`src/rtl/down_counter_if.sv`:
```
// Control, counter-status and terminal-count event signals of down_counter.
// master drives the strobes and accepts events; slave is the counter itself.
interface down_counter_if #(
  parameter int WIDTH = 8
);
  logic             clr;
  logic             load;
  logic [WIDTH-1:0] load_val;
  logic             dec;
  logic [WIDTH-1:0] out;
  logic             zero;
  logic             uflow;
  logic             evt_valid;
  logic             evt_ready;
  logic             evt_miss;

  modport master (
    output clr, load, load_val, dec, evt_ready,
    input  out, zero, uflow, evt_valid, evt_miss
  );

  modport slave (
    input  clr, load, load_val, dec, evt_ready,
    output out, zero, uflow, evt_valid, evt_miss
  );
endinterface

```
`src/rtl/down_counter.sv`:
```
// Loadable down-counter that consumes credits on dec strobes.
// Reaching zero raises a terminal-count event held until the consumer takes it.
module down_counter #(
  parameter int WIDTH = 8,
  parameter bit WRAP  = 1'b1
) (
  input  logic          aclk,
  input  logic          arstn,
  down_counter_if.slave bus
);
  logic [WIDTH-1:0] out_q, out_d;
  logic             zero_q, zero_d;
  logic             uflow_q, uflow_d;
  logic             evt_valid_q, evt_valid_d;
  logic             evt_miss_q, evt_miss_d;
  logic             evt_new;
  logic             evt_xfer;

  // Counter action: clr beats load beats dec, one action per edge.
  always_comb begin
    out_d   = out_q;
    zero_d  = zero_q;
    uflow_d = 1'b0;
    evt_new = 1'b0;
    if (bus.clr) begin
      out_d  = '0;
      zero_d = 1'b1;
    end else if (bus.load) begin
      out_d  = bus.load_val;
      zero_d = (bus.load_val == '0);
    end else if (bus.dec) begin
      if (out_q == '0) begin
        uflow_d = 1'b1;
        if (WRAP) begin
          out_d  = '1;
          zero_d = 1'b0;
        end
      end else if (out_q == WIDTH'(1)) begin
        out_d   = '0;
        zero_d  = 1'b1;
        evt_new = 1'b1;
      end else begin
        out_d  = out_q - WIDTH'(1);
        zero_d = 1'b0;
      end
    end
  end

  // A fresh event overwrites a just-transferred one; colliding with an
  // untaken one drops the newcomer and latches the miss flag.
  always_comb begin
    evt_xfer    = evt_valid_q & bus.evt_ready;
    evt_valid_d = evt_new | (evt_valid_q & ~evt_xfer);
    evt_miss_d  = evt_miss_q;
    if (bus.clr)
      evt_miss_d = 1'b0;
    else if (evt_new && evt_valid_q && !evt_xfer)
      evt_miss_d = 1'b1;
  end

  always_ff @(posedge aclk) begin
    if (!arstn) begin
      out_q       <= '0;
      zero_q      <= 1'b1;
      uflow_q     <= 1'b0;
      evt_valid_q <= 1'b0;
      evt_miss_q  <= 1'b0;
    end else begin
      out_q       <= out_d;
      zero_q      <= zero_d;
      uflow_q     <= uflow_d;
      evt_valid_q <= evt_valid_d;
      evt_miss_q  <= evt_miss_d;
    end
  end

  assign bus.out       = out_q;
  assign bus.zero      = zero_q;
  assign bus.uflow     = uflow_q;
  assign bus.evt_valid = evt_valid_q;
  assign bus.evt_miss  = evt_miss_q;
endmodule

```
`src/flat_wrapper.sv`:
```
// flat-port wrapper written by rule: the top's interface ports become plain ports
module down_counter_flat 
#(
  parameter int WIDTH = 8,
  parameter bit WRAP  = 1'b1
)
  (aclk, arstn, bus_clr, bus_load, bus_load_val, bus_dec, bus_evt_ready, bus_out, bus_zero, bus_uflow, bus_evt_valid, bus_evt_miss);
  down_counter_if #(.WIDTH(WIDTH)) bus_i ();
  input  logic aclk;
  input  logic arstn;
  input wire logic [$bits(bus_i.clr)-1:0] bus_clr;
  input wire logic [$bits(bus_i.load)-1:0] bus_load;
  input wire logic [$bits(bus_i.load_val)-1:0] bus_load_val;
  input wire logic [$bits(bus_i.dec)-1:0] bus_dec;
  input wire logic [$bits(bus_i.evt_ready)-1:0] bus_evt_ready;
  output wire logic [$bits(bus_i.out)-1:0] bus_out;
  output wire logic [$bits(bus_i.zero)-1:0] bus_zero;
  output wire logic [$bits(bus_i.uflow)-1:0] bus_uflow;
  output wire logic [$bits(bus_i.evt_valid)-1:0] bus_evt_valid;
  output wire logic [$bits(bus_i.evt_miss)-1:0] bus_evt_miss;
  assign bus_i.clr = bus_clr;
  assign bus_i.load = bus_load;
  assign bus_i.load_val = bus_load_val;
  assign bus_i.dec = bus_dec;
  assign bus_i.evt_ready = bus_evt_ready;
  assign bus_out = bus_i.out;
  assign bus_zero = bus_i.zero;
  assign bus_uflow = bus_i.uflow;
  assign bus_evt_valid = bus_i.evt_valid;
  assign bus_evt_miss = bus_i.evt_miss;
  down_counter #(.WIDTH(WIDTH), .WRAP(WRAP)) u_core (.aclk(aclk), .arstn(arstn), .bus(bus_i));
endmodule
```
`config.mk`:
```
export PLATFORM = sky130hd
export DESIGN_NAME = down_counter_flat
export DESIGN_NICKNAME = d
export VERILOG_FILES = /design/src/rtl/down_counter_if.sv /design/src/rtl/down_counter.sv /design/src/flat_wrapper.sv
export SDC_FILE = /design/constraint.sdc
export NUM_CORES = 1
export LEC_CHECK = 0
export CORE_AREA = 3 3 45 47
export DETAILED_ROUTE_END_ITERATION = 6
export DIE_AREA = 0 0 48 50
export PLACE_DENSITY = 0.88
export SETUP_SLACK_MARGIN = 0.05
export SYNTH_ARGS = -nofsm -noshare
export SYNTH_HDL_FRONTEND = slang
export SYNTH_SLANG_ARGS = --single-unit
```
`constraint.sdc`:
```
create_clock -name aclk -period 5.4 [get_ports aclk]
set_input_delay 1.08 -clock aclk [delete_from_list [all_inputs] [get_ports aclk]]
set_output_delay 1.08 -clock aclk [all_outputs]
set_load 0.005 [all_outputs]
```
==> results.json <==
{
  "fp.coreArea_mm2": 0.001689,
  "post_cts_resized": 0,
  "cp_top_family": "buffers and inverters",
  "setup_violations": 0,
  "slew_violations": 0,
  "seqCellArea_um2": 240.2,
  "status": "finished clean",
  "fin_setup_tns_ns": 0,
  "cts_setup_buffers": 0,
  "period_needed_ns": 2.528,
  "design.portCount": 26,
  "hold_slack_ns": 0.4786,
  "crit_fanout": 20,
  "r2r-end": "u_core.bus.out[0]$_SDFFE_PP0P_",
  "fin_worst_skew_ns": 0.009229,
  "clock_latency_ns": 0.28,
  "grt_pass1_vias": 768,
  "path_cells": "clkdlybuf4s50_1 -> nand2b_1 -> a21oi_1 -> nor3b_1 -> o21a_1",
  "crit_buf_inv": 1,
  "vias_per_cell": 5.858,
  "grt_antenna_before_repair": 0,
  "fill_cells": 156,
  "die_h_um": 50,
  "clock_sinks": 12,
  "multiInputGateArea_um2": 516.7,
  "drv_cap": 0,
  "max_freq_mhz": 395.6,
  "startpoint": "bus_load",
  "grt_max_degree": 21,
  "ys_seq_area_share_pct": 30.05,
  "layout-drive-gt1-share_pct": 5.645,
  "tightestPinTransition_ns": 0.6617,
  "std_cell_rows": 15,
  "hpwlAfterDp_um": 1598,
  "endpoint_kind": "flop",
  "ctsHoldBuffers": 0,
  "syn2layout_area_growth_pct": 35.99,
  "clk_pin_slew_ns": 0.08,
  "r2r-start": "u_core.bus.out[2]$_SDFFE_PP0P_",
  "cp.depth": 5,
  "synth_warnings": 0,
  "dieArea_mm2": 0.002400,
  "ys_seq_elements": 12,
  "drt_iter0_drc": 21,
  "place_congestion": 0.8869,
  "syn_avg_cell_area_um2": 7.995,
  "syn_inst": 100,
  "drcViolationCount": 0,
  "final_util_pct": 64.37,
  "initial_utilization_pct": 47.33,
  "wl_per_cell_um": 14.77,
  "antenna_left": 0,
  "static-leakage-power_nw": 0.3912,
  "rrSetupSlack_ns": 3.12,
  "overflow": 0,
  "nets": 142,
  "min_path_type": "flop to flop",
  "fin_ws_ns": 2.872,
  "slew_headroom_pct": 55.75,
  "antenna-diode-count": 0,
  "power_density_mw_per_mm2": 217.6,
  "root_buffer": "clkbuf_4",
  "die_w_um": 48,
  "layout_worst_path_cycle_share_pct": 46.81,
  "startpoint_type": "input port",
  "dp_slack_ns": 2.620,
  "netlist_area_um2": 799.5,
  "routed_wl_um": 2083,
  "slowest_delay_ns": 0.74,
  "reg2regPathDepth": 4,
  "clock_path_buffers": 2,
  "critical_path_arrival_ns": 2.75,
  "drt_pre_antenna_iters": 4,
  "track_usage_pct": 18.49,
  "vdd_ir_drop_max_mv": 0.1337,
  "htreeDepth": 1,
  "cp.required_ns": 5.62,
  "syn_nets": 117,
  "cts_tree": "done",
  "grt_first_pass_wirelength_um": 3194,
  "cpMaxStageDelayCell": "clkdlybuf4s50_1",
  "cts_made_buffers": 3,
  "crit_path_end": "u_core.bus.evt_valid$_SDFF_PN0_",
  "final_hold_viol_count": 0,
  "rsz0062_at_grt": "no",
  "port_buffers": 25,
  "crit_type": "input port to flop",
  "num_vias": 826,
  "ys_types": 30
}
[power by group]
part / internal (W) / switching, W
sequential: 0.0000927 / 0.00000711
combinational: 0.0000332 / 0.0000300
clock: 0.0000410 / 0.0000326
[area by class of cell]
| cell class | instances | area share, % |
|---|---|---|
| Tap cell | 17 | 1.956 |
| Timing Repair Buffer | 25 | 23.02 |
| Inverter | 6 | 2.071 |
| Sequential cell | 12 | 22.09 |
| Multi-Input combinational cell | 77 | 47.53 |
| Clock buffer | 4 | 3.337 |
[cell usage after synthesis]
| master | count | area (um^2) |
|---|---|---|
| o22ai_1 | 1 | 6.260 |
| nand2_1 | 5 | 18.77 |
| o21a_1 | 3 | 22.52 |
| a21oi_1 | 6 | 30.03 |
| o31ai_1 | 2 | 15.01 |
| nor4b_2 | 1 | 15.01 |
| and3_1 | 1 | 6.260 |
| or4_1 | 1 | 7.510 |
| nand3b_1 | 2 | 15.01 |
| mux2i_1 | 1 | 10.01 |
| inv_1 | 6 | 22.52 |
| nor3b_1 | 3 | 22.52 |
| buf_1 | 1 | 3.750 |
| nand3_1 | 2 | 10.01 |
| ha_1 | 3 | 37.54 |
| a211oi_1 | 7 | 52.55 |
| buf_2 | 1 | 5.000 |
| clkbuf_1 | 3 | 11.26 |
| o311ai_0 | 2 | 17.52 |
| or4_4 | 1 | 11.26 |
| nor4_1 | 2 | 12.51 |
| o21ai_0 | 8 | 40.04 |
| a2111oi_4 | 1 | 27.53 |
| nand2b_1 | 6 | 37.54 |
| nor2_1 | 8 | 30.03 |
| nor3_1 | 5 | 25.02 |
| dfxtp_1 | 12 | 240.2 |
| or4b_1 | 1 | 10.01 |
| nor2b_1 | 3 | 18.77 |
| xor2_1 | 2 | 17.52 |
[per-stage QoR]
stage                     total power, W  std cells  area [um^2]
final                          0.0002366        141         1087
after global routing           0.0002495        141         1087
after CTS                      0.0002391        141         1087
after detailed placement       0.0001648        137         1051
after global placement         0.0001625        137         1051
after floorplan                0.0001376        100        799.5
[sequential cells by signal, indices dropped and copies added (netlist names)]
| name | flops |
|---|---|
| u_core.bus.out | 8 |
| u_core.bus.evt_miss | 1 |
| u_core.bus.evt_valid | 1 |
| u_core.bus.uflow | 1 |
| u_core.bus.zero | 1 |
[how the worst min path moves through the flow]
stage | from | endpoint | slack (ns) | depth (start not counted)
2_1_floorplan | u_core.bus.evt_miss$_SDFFE_PP0P_ | u_core.bus.evt_miss$_SDFFE_PP0P_ | 0.44 | 2
3_3_place_gp | u_core.bus.evt_miss$_SDFFE_PP0P_ | u_core.bus.evt_miss$_SDFFE_PP0P_ | 0.44 | 2
3_5_place_dp | u_core.bus.evt_miss$_SDFFE_PP0P_ | u_core.bus.evt_miss$_SDFFE_PP0P_ | 0.46 | 2
4_1_cts | u_core.bus.evt_miss$_SDFFE_PP0P_ | u_core.bus.evt_miss$_SDFFE_PP0P_ | 0.47 | 2
5_1_grt | u_core.bus.evt_miss$_SDFFE_PP0P_ | u_core.bus.evt_miss$_SDFFE_PP0P_ | 0.49 | 2
6_report | u_core.bus.evt_miss$_SDFFE_PP0P_ | u_core.bus.evt_miss$_SDFFE_PP0P_ | 0.48 | 2
[worst register-to-register path, cell delays in order, from the launching register on]
cell and delay, ns:
dfxtp_1 0.39, or4_4 0.59, or4b_1 0.74, a2111oi_4 0.38, a211oi_1 0.07
[per-layer routing]
layer	up-vias	global-route usage (%)	share of wire, %
met5	-	0	0
met4	0	12.11	1.4
met3	4	2.920	3.8
met2	26	28.85	50
met1	378	22.05	44
li1	418	-	-
[placed cells by master, fill, tap and decap left out, drive strengths merged, types with 4 or more instances in the layout]
| cell | n |
|---|---|
| dfxtp | 12 |
| nor3 | 5 |
| inv | 6 |
| a211oi | 7 |
| nand2b | 6 |
| clkbuf | 4 |
| a21oi | 6 |
| nor2 | 8 |
| o21ai | 8 |
| nand2 | 5 |
| clkdlybuf4s50 | 25 |
[kinds of logic after synthesis]
kind of cell	after synthesis	share of synthesized area (%)
adders and majority gates	3	4.695
buffers and inverters	11	5.319
xor gates and xnor gates	2	2.191
AOI/OAI and AO/OA	30	26.45
and+or+nand+nor	41	30.05
DFF	12	30.05
muxes	1	1.252
(Power assumes the default switching activity.)
==> RTL edit: new RTL, config.mk and constraints unchanged <==
`WIDTH` is set to 8 in 3 places; all go to 6.
--- a/src/rtl/down_counter_if.sv
+++ b/src/rtl/down_counter_if.sv
@@ -2,5 +2,5 @@
 // master drives the strobes and accepts events; slave is the counter itself.
 interface down_counter_if #(
-  parameter int WIDTH = 8
+  parameter int WIDTH = 6
 );
   logic             clr;
--- a/src/rtl/down_counter.sv
+++ b/src/rtl/down_counter.sv
@@ -2,5 +2,5 @@
 // Reaching zero raises a terminal-count event held until the consumer takes it.
 module down_counter #(
-  parameter int WIDTH = 8,
+  parameter int WIDTH = 6,
   parameter bit WRAP  = 1'b1
 ) (
--- a/src/flat_wrapper.sv
+++ b/src/flat_wrapper.sv
@@ -2,5 +2,5 @@
 module down_counter_flat 
 #(
-  parameter int WIDTH = 8,
+  parameter int WIDTH = 6,
   parameter bit WRAP  = 1'b1
 )
Interface: changed (resized bus_load_val and bus_out); port bits go from 26 to 22. The function was not compared with the original's and may differ.
==> RTL edit against the unedited design <==
  * Utilization shrank 9.9 points
  * Final cell count shrank 18%
  * Setup slack improved by 8.4 ps
  * Routed wire length shrank 12%
  * Clock power fell by 4.1%
  * Die area stayed put
  * Synthesized area decreased by 16%
  * Power decreased by 12%
  * Sequential share of layout area shrank 0.36 points
  * Sequential cell count is 2 lower
  * Sequential power shrank 15%
  * Final area is 15% lower
  * Highest routed layer unchanged
==> RTL edit: results (changes against the unedited design) <==
- GRT Util Overall: 16.5% (-2.0 points)
- Nets@finish: 115 (-19%)
- Met3 usage: 3.65% (+0.73 points)
- Crit-path max FO: 10 (-50%)
- Routed WL: 1.83 mm (-12%)
- Vias in the first global route: 641 (-17%)
- Synth top cells by count: dfxtp_1 (10), inv_1 (6), nand2_1 (6), nor2b_1 (4)
- Sw Ratio: 29.4% (-0.045 points)
- Syn_nets: 92 (-21%)
- Peak VDD IR: 0.115 mV (-14%)
- I/O Buffers: 21 (-16%)
- Top cells by area, synth: dfxtp_1 (30%), ha_1 (5.6%), mux2i_1 (4.5%)
- Top delay family on crit path: flip-flops
- Post-DP HPWL: 1.30 mm (-18%)
- Max reg flops: 6 (-2)
- Cell count after synthesis: 77 (-23%)
- Status: completed
- Peak per-stage delay on the critical path: 580 ps (-160 ps)
- Largest net degree at the start of global routing: 15 (-29%)
- Pre-CTS worst setup slack: 2810 ps (+191 ps)
- Cell area after layout: 921 sq um (-15%)
- Post-synthesis sequential area ratio: 29.7% (-0.31 points)
- # fillers: 144 (-7.7%)
- Initial DRC count: 30 (+43%)
- LEAKAGE: 0.348 nW (-11%)
==> RTL edit: cell types whose count changed after synthesis, moves of 3 or more <==
cell      unedited run  this run
a21oi_1              6         2
a211oi_1             7         0
nor2_1               8         3
o21ai_0              8         3
nand2b_1             6         3
o21a_1               3         0
==> RTL edit: final cells by class <==
cell class | count | share of cell area [%]
inverter | 6 | 2.45
sequential | 10 | 21.7
timing repair buffer | 21 | 22.8
clock buffer | 4 | 3.94
tap | 17 | 2.31
multi-input combinational | 58 | 46.7
==> RTL edit: logic make-up (layout without fill, tap and decap cells) <==
kind of cell | count (synthesis) | after routing | synth area share [%]
mux | 3 | 3 | 4.46
fa+ha+maj | 3 | 3 | 5.58
xor+xnor | 1 | 1 | 1.30
buf+inv | 9 | 31 | 6.32
simple gates | 31 | 31 | 29.9
compound gates | 20 | 20 | 22.7
flops | 10 | 10 | 29.7
==> RTL edit: worst max-delay path by stage <==
| stage | from | end | slack, ps | cells past startpoint |
|---|---|---|---|---|
| floorplan | bus_load_val[4] | u_core.bus.zero | 3480 | 2 |
| global placement | bus_dec | u_core.bus.out[5] | 2890 | 4 |
| detailed placement | bus_dec | u_core.bus.out[5] | 2810 | 4 |
| CTS | u_core.bus.out[2] | bus_out[2] | 2890 | 1 |
| global route | u_core.bus.out[2] | bus_out[2] | 2840 | 1 |
| finish | u_core.bus.out[2] | bus_out[2] | 2880 | 1 |
==> RTL edit: power groups by stage <==
stage / clock network [mW] / logic (mW) / registers, mW
final: 0.0706 / 0.0535 / 0.0850
after global routing: 0.0740 / 0.0575 / 0.0857
after CTS: 0.0706 / 0.0528 / 0.0849
after detailed placement: 0 / 0.0524 / 0.0866
after global placement: 0 / 0.0515 / 0.0861
after floorplan: 0 / 0.0328 / 0.0842
==> RTL edit: metal layers <==
layer  up-vias  part of all wire, %  wire length [um]
met4         0                  2.3                42
met3         5                  6.1               111
met1       343                   46               837
met5         -                    0                 0
li1        335                    -                 -
met2        34                   46               837
